===== src/rtl/alu_pkg.sv =====
// Shared definitions for the multi-cycle ALU: operation encodings and control FSM states.
package alu_pkg;

    localparam logic [3:0] OP_AND = 4'b0000;
    localparam logic [3:0] OP_OR  = 4'b0001;
    localparam logic [3:0] OP_ADD = 4'b0010;
    localparam logic [3:0] OP_MUL = 4'b0011;
    localparam logic [3:0] OP_SUB = 4'b0110;
    localparam logic [3:0] OP_SLL = 4'b1000;
    localparam logic [3:0] OP_SRL = 4'b1001;
    localparam logic [3:0] OP_SRA = 4'b1010;
    localparam logic [3:0] OP_NOR = 4'b1100;

    typedef enum logic [1:0] {
        IDLE = 2'b00,
        BUSY = 2'b01,
        DONE = 2'b10
    } state_e;

endpackage


===== src/rtl/alu_mul_iter.sv =====
// Iterative shift-add multiplier: one multiplier bit per cycle, WIDTH steps, low WIDTH product bits.
module alu_mul_iter #(
    parameter int WIDTH = 64
) (
    input  logic             clk,
    input  logic             reset,
    input  logic             start,
    input  logic [WIDTH-1:0] a,
    input  logic [WIDTH-1:0] b,
    output logic             done,
    output logic [WIDTH-1:0] product
);
    localparam int CW = $clog2(WIDTH);
    localparam logic [CW-1:0] LAST_CNT = CW'(WIDTH - 1);

    logic             busy_q, busy_d;
    logic [CW-1:0]    cnt_q, cnt_d;
    logic [WIDTH-1:0] mcand_q, mcand_d;
    logic [WIDTH-1:0] mplier_q, mplier_d;
    logic [WIDTH-1:0] acc_q, acc_d;
    logic [WIDTH-1:0] acc_step_s;

    // done and product are combinational so the top can leave BUSY on the last step edge
    assign acc_step_s = acc_q + (mplier_q[0] ? mcand_q : '0);
    assign done       = busy_q && (cnt_q == LAST_CNT);
    assign product    = acc_step_s;

    always_comb begin
        busy_d   = busy_q;
        cnt_d    = cnt_q;
        mcand_d  = mcand_q;
        mplier_d = mplier_q;
        acc_d    = acc_q;
        if (start) begin
            busy_d   = 1'b1;
            cnt_d    = '0;
            mcand_d  = a;
            mplier_d = b;
            acc_d    = '0;
        end else if (busy_q) begin
            acc_d    = acc_step_s;
            mcand_d  = mcand_q << 1;
            mplier_d = mplier_q >> 1;
            cnt_d    = cnt_q + 1'b1;
            busy_d   = (cnt_q != LAST_CNT);
        end else begin
            busy_d   = 1'b0;
        end
    end

    always_ff @(posedge clk or posedge reset) begin
        if (reset) begin
            busy_q   <= 1'b0;
            cnt_q    <= '0;
            mcand_q  <= '0;
            mplier_q <= '0;
            acc_q    <= '0;
        end else begin
            busy_q   <= busy_d;
            cnt_q    <= cnt_d;
            mcand_q  <= mcand_d;
            mplier_q <= mplier_d;
            acc_q    <= acc_d;
        end
    end

endmodule


===== src/rtl/alu_mc.sv =====
// Multi-cycle ALU: single-cycle logic/arith/shift ops, iterative MUL, valid/ready on both sides.
module alu_mc
    import alu_pkg::*;
#(
    parameter int WIDTH = 64
) (
    input  logic             clk,
    input  logic             reset,
    input  logic             in_valid,
    output logic             in_ready,
    input  logic [WIDTH-1:0] a,
    input  logic [WIDTH-1:0] b,
    input  logic [3:0]       alu_op,
    output logic             out_valid,
    input  logic             out_ready,
    output logic [WIDTH-1:0] result,
    output logic             zero
);
    localparam int SW = $clog2(WIDTH);

    state_e           state_q, state_d;
    logic [WIDTH-1:0] result_q, result_d;
    logic [WIDTH-1:0] alu_res_s;
    logic [SW-1:0]    sh_s;
    logic             accept_s, is_mul_s, mul_start_s, mul_done_s;
    logic [WIDTH-1:0] mul_prod_s;

    assign sh_s        = b[SW-1:0];
    assign accept_s    = in_valid && (state_q == IDLE);
    assign is_mul_s    = (alu_op == OP_MUL);
    assign mul_start_s = accept_s && is_mul_s;

    always_comb begin
        alu_res_s = '0;
        case (alu_op)
            OP_AND:  alu_res_s = a & b;
            OP_OR:   alu_res_s = a | b;
            OP_ADD:  alu_res_s = a + b;
            OP_SUB:  alu_res_s = a - b;
            OP_NOR:  alu_res_s = ~(a | b);
            OP_SLL:  alu_res_s = a << sh_s;
            OP_SRL:  alu_res_s = a >> sh_s;
            OP_SRA:  alu_res_s = $unsigned($signed(a) >>> sh_s);
            default: alu_res_s = '0;
        endcase
    end

    alu_mul_iter #(.WIDTH(WIDTH)) u_mul (
        .clk     (clk),
        .reset   (reset),
        .start   (mul_start_s),
        .a       (a),
        .b       (b),
        .done    (mul_done_s),
        .product (mul_prod_s)
    );

    always_ff @(posedge clk or posedge reset) begin
        if (reset) begin
            state_q  <= IDLE;
            result_q <= '0;
        end else begin
            state_q  <= state_d;
            result_q <= result_d;
        end
    end

    always_comb begin
        state_d  = state_q;
        result_d = result_q;
        case (state_q)
            IDLE: begin
                if (accept_s && is_mul_s) begin
                    state_d = BUSY;
                end else if (accept_s) begin
                    state_d  = DONE;
                    result_d = alu_res_s;
                end else begin
                    state_d = IDLE;
                end
            end
            BUSY: begin
                if (mul_done_s) begin
                    state_d  = DONE;
                    result_d = mul_prod_s;
                end else begin
                    state_d = BUSY;
                end
            end
            DONE: begin
                if (out_ready) begin
                    state_d = IDLE;
                end else begin
                    state_d = DONE;
                end
            end
            default: begin
                state_d = IDLE;
            end
        endcase
    end

    // No bypass: a new op is only taken from IDLE, even while the result is being drained
    always_comb begin
        in_ready  = 1'b0;
        out_valid = 1'b0;
        case (state_q)
            IDLE:    in_ready  = 1'b1;
            DONE:    out_valid = 1'b1;
            default: begin
                in_ready  = 1'b0;
                out_valid = 1'b0;
            end
        endcase
    end

    assign result = result_q;
    assign zero   = (result_q == '0);

endmodule


===== config.mk =====
export PLATFORM = sky130hd
export DESIGN_NAME = alu_mc
export DESIGN_NICKNAME = d
export VERILOG_FILES = /design/src/rtl/alu_pkg.sv /design/src/rtl/alu_mul_iter.sv /design/src/rtl/alu_mc.sv
export SDC_FILE = /design/constraint.sdc
export NUM_CORES = 2
export LEC_CHECK = 0
export BUFFER_PORTS_ARGS = -buffer_cell sky130_fd_sc_hd__buf_4
export CORE_ASPECT_RATIO = 1.75
export CORE_MARGIN = 2
export CORE_UTILIZATION = 45
export DETAILED_ROUTE_END_ITERATION = 10
export PLACE_DENSITY_LB_ADDON = 0.12
export SLEW_MARGIN = 20
export SYNTH_ARGS = -nofsm -noshare
export SYNTH_HDL_FRONTEND = slang
export SYNTH_SLANG_ARGS = --single-unit

===== constraint.sdc =====
create_clock -name clk -period 10.75 [get_ports clk]
set_input_delay 1.6125 -clock clk [delete_from_list [all_inputs] [get_ports clk]]
set_output_delay 1.6125 -clock clk [all_outputs]
set_load 0.02 [all_outputs]

==> summary.txt <==
Status
  – Outcome: completed

Final layout
  – Final core utilization: 49.4%
  – Layout net count: 4186
  – Share of layout cells above drive strength 1: 13.2%
  – Design Area, Final: 0.0343 mm2
  – Area Overhead vs Synth: 8.54%

Global route
  – First-pass GRT wire length: 217000 um
  – Vias in the first global route: 32300
  – Grt ovf: 0
  – Initial antenna violation count: 11
  – Total Routing Usage GR: 40.7%
  – Largest net degree at the start of global routing: 201

Detailed routing
  – Top Metal Used: met5
  – Met3 Wirelength: 13000 um
  – First-pass DRT Iterations: 9
  – Post-route DRC violation count: 0
  – Wire per inst: 30.9 um
  – Met2 WL: 68700 um
  – M1 WL: 55100 um
  – DR iter-0 viols: 3323
  – Vias per Instance: 6.78
  – Antenna-violating nets left: 0
  – Vias: 32900
  – Routed WL: 150000 um

STA
  – Hold WS: 0.512 ns
  – Worst-Margin Slew: 1.21 ns
  – Worst Skew: 0.0147 ns
  – Setup Viol. Count Final: 0
  – Slew Viols, Final: 0
  – Hold Vio Cnt, Final: 0
  – RSZ-0062 raised after global routing: false
  – Setup total negative slack: 0 ns
  – Min Tclk post-route: 7.34 ns
  – Worst Slack Setup Final: 3.41 ns
  – Final Cycle Share: 68.3%
  – Max_slew headroom: 19.3%
  – F_max: 136 MHz

Power and ir drop
  – Switching power share of the total: 50.6%
  – Sequential share of power: 22.9%
  – Net Sw Power: 0.00425 W
  – PwrDens: 245 mW/mm2
  – Clock power frac: 12.7%
  – Gate power share: 64.3%
  – Int Pwr: 0.00416 W
  – Leakage power: 14.8 nW
  – Maximum vdd drop: 0.000184 V

Floorplanning
  – FP Rows: 128
  – IO Pins: 203
  – Initial core utilization: 45.5%
  – Die ar.: 0.0725 mm2
  – DIE WIDTH: 204 um
  – Chip height: 355 um
  – Area of the core: 0.0695 mm2

Clocking
  – Num CTS Buffers: 30
  – Clk_lat worst skew: 0.63 ns
  – Num Clock Sinks: 265
  – Hold_buf cts: 0
  – PostCTS Resize Cnt: 0
  – CTS clock-pin slew for the worst setup and hold paths: 0.07 ns
  – # H-tree levels: 1
  – Postcts setup bufs: 0
  – CTS tree: done
  – CTS root buf: clkbuf_16
  – Worst-case clock buffer depth: 3

Setup path
  – Crit path required time: 11.27 ns
  – Critical path class: primary input to flop
  – Worst setup EP type: flop
  – Critical path startpoint category: primary input
  – Worst path arrival time: 7.86 ns
  – Critical path peak fanout: 37

Yosys
  – Synth area leaders: dfrtp_1 21%, mux2i_1 9.4%, mux4_2 8.7%
  – Simple-Gate Fraction of Synth Area: 19.0%
  – Synth Net Count: 4298
  – Post-synth EDFFs: 0
  – Post-synthesis compound-gate area fraction: 25.1%
  – Post-synth top flop: dfrtp_1
  – Seq cells post-synth: 265
  – Synth Area in Adders: 5.34%
  – Synth async-reset ratio: 100%
  – Post-synthesis cell area: 0.0316 mm2
  – Combinational family with the most area after synthesis: compound AO/OA/AOI/OAI gates
  – Yosys cell types: 88
  – Post-synth top area share: 21.0%
  – Sequential element share of the synthesized area: 21.0%
  – Yosys warns: 0
  – Syn Area/Cell: 7.85 um2
  – Syn Inst Count: 4029
  – Xor-xnor portion of the synthesized cell area: 4.96%
  – Multiplexer share of the synthesized area: 19.2%
  – Post-synth top area cell: dfrtp_1

Placement
  – Setup WS pre-CTS: 2.65 ns
  – Number of port buffers: 202
  – Placer Congestion: 1.07
  – Post-Place Cell Area: 0.0333 mm2
  – HPWL after detailed placement: 112000 um

Flow run
  – Max-Cap Viols: 0

Hold path
  – Worst min path class: flop to flop
## per-layer routing
layer	global-route usage, %	vias to the layer above
met1	48.6	15800
met2	65.3	1840
met3	7.68	521
li1	-	14700
met4	29.1	14
met5	0	-
## power groups by stage
stage / combinational, W / sequential (W) / clock [W]
finish: 0.00541 / 0.00193 / 0.00107
global route: 0.00587 / 0.00198 / 0.00112
CTS: 0.00531 / 0.00192 / 0.00109
detailed placement: 0.00529 / 0.00194 / 0
global placement: 0.00527 / 0.00193 / 0
floorplan: 0.00365 / 0.00187 / 0
## layout make-up
type,instances,area (um2)
Clock inverter,10,111
Inverter,47,186
Sequential cell,265,6640
Clock buffer,45,868
Tap cell,910,1140
Timing Repair Buffer,262,2010
Multi-Input combinational cell,3311,23400
Antenna cell,2,5.00
Fill cell,7047,35200
## state kept, by name (all words and copies together) (netlist names)
register and count:
u_mul.acc_q 64, result 64, state_q 2, u_mul.cnt_q 6, u_mul.busy_q 1, u_mul.mcand_q 64
u_mul.mplier_q 64
## cells in the final DEF (no fill, tap or decap), drive strengths merged, types with 15 or more instances in the layout
master  Yosys  final
nor2      462    462
nand2     401    401
o21ai     338    338
mux2i     298    298
a21oi     298    298
dfrtp     265    265
buf        53    261
ha        131    131
mux4      122    122
a21o      115    115
nor3      111    111
xor2       95     95
a221oi     85     85
xnor2      84     84
and2       83     83
a31oi      54     54
nand3      54     54
inv        46     47
clkbuf    353     46
nand4      44     44
a211oi     38     38
o31ai      37     37
o211ai     30     30
mux2       30     30
nor4       28     28
a221o      26     26
o22ai      25     25
o21bai     24     24
and3       22     22
or3        21     21
a22oi      20     20
nand2b     19     19
nor2b      19     19
o221ai     16     16
or2        15     15
## through the flow
stage	cells	total power, W
6_report	4852	0.00841
5_1_grt	4851	0.00898
4_1_cts	4850	0.00832
3_5_place_dp	4795	0.00723
3_3_place_gp	4795	0.00720
2_1_floorplan	4029	0.00552
## worst max-delay path: stages
cell and delay [ns]:
buf_4 0.27, nor3_2 0.70, nand2_1 0.39, nor3_1 0.45, nand2_1 0.18, nor2_1 0.19
nand2_1 0.10, o31ai_1 0.24, xor2_1 0.11, ha_1 0.48, nand4_1 0.26, or2_2 0.36
o311ai_1 0.78, nand4b_1 0.47, a211oi_1 0.39, o22ai_1 0.19, o21ai_1 0.22, mux2i_1 0.11
o32a_1 0.33
## cell families after synthesis
| family | Yosys count |
|---|---|
| xor gates and xnor gates | 179 |
| buffers and inverters | 453 |
| and+or+nand+nor | 1317 |
| DFF | 265 |
| AOI/OAI and AO/OA | 1231 |
| muxes | 450 |
| adders and majority gates | 134 |
## worst paths after layout
| path | from | to | slack (ns) | cells past startpoint |
|---|---|---|---|---|
| max in group asynchronous | reset | u_mul.mplier_q[57] | 7.48 | 4 |
| worst min-delay path | result[32] | result[32] | 0.51 | 2 |
| worst max register to register | u_mul.mplier_q[0] | u_mul.acc_q[56] | 5.28 | 14 |
| worst max-delay path | b[1] | result[62] | 3.41 | 19 |
| min in group asynchronous | reset | result[8] | 1.06 | 2 |
| worst min register to register | result[32] | result[32] | 0.51 | 2 |
## cell usage after synthesis (16+ instances only)
master,number
nor2_1,462
nand2_1,401
clkbuf_1,352
o21ai_0,333
a21oi_1,298
mux2i_1,298
dfrtp_1,265
ha_1,131
mux4_2,122
a21o_1,114
nor3_1,110
xor2_1,95
a221oi_1,85
xnor2_1,84
and2_1,83
a31oi_1,54
nand3_1,52
inv_1,44
nand4_1,44
a211oi_1,38
buf_1,37
o31ai_1,37
mux2_2,30
o211ai_1,30
a221o_1,26
nor4_1,26
o22ai_1,25
o21bai_1,24
and3_1,22
a22oi_1,20
nand2b_1,19
nor2b_1,19
or3_1,19
o221ai_1,16
No activity file was read; power rests on OpenSTA's default activity.
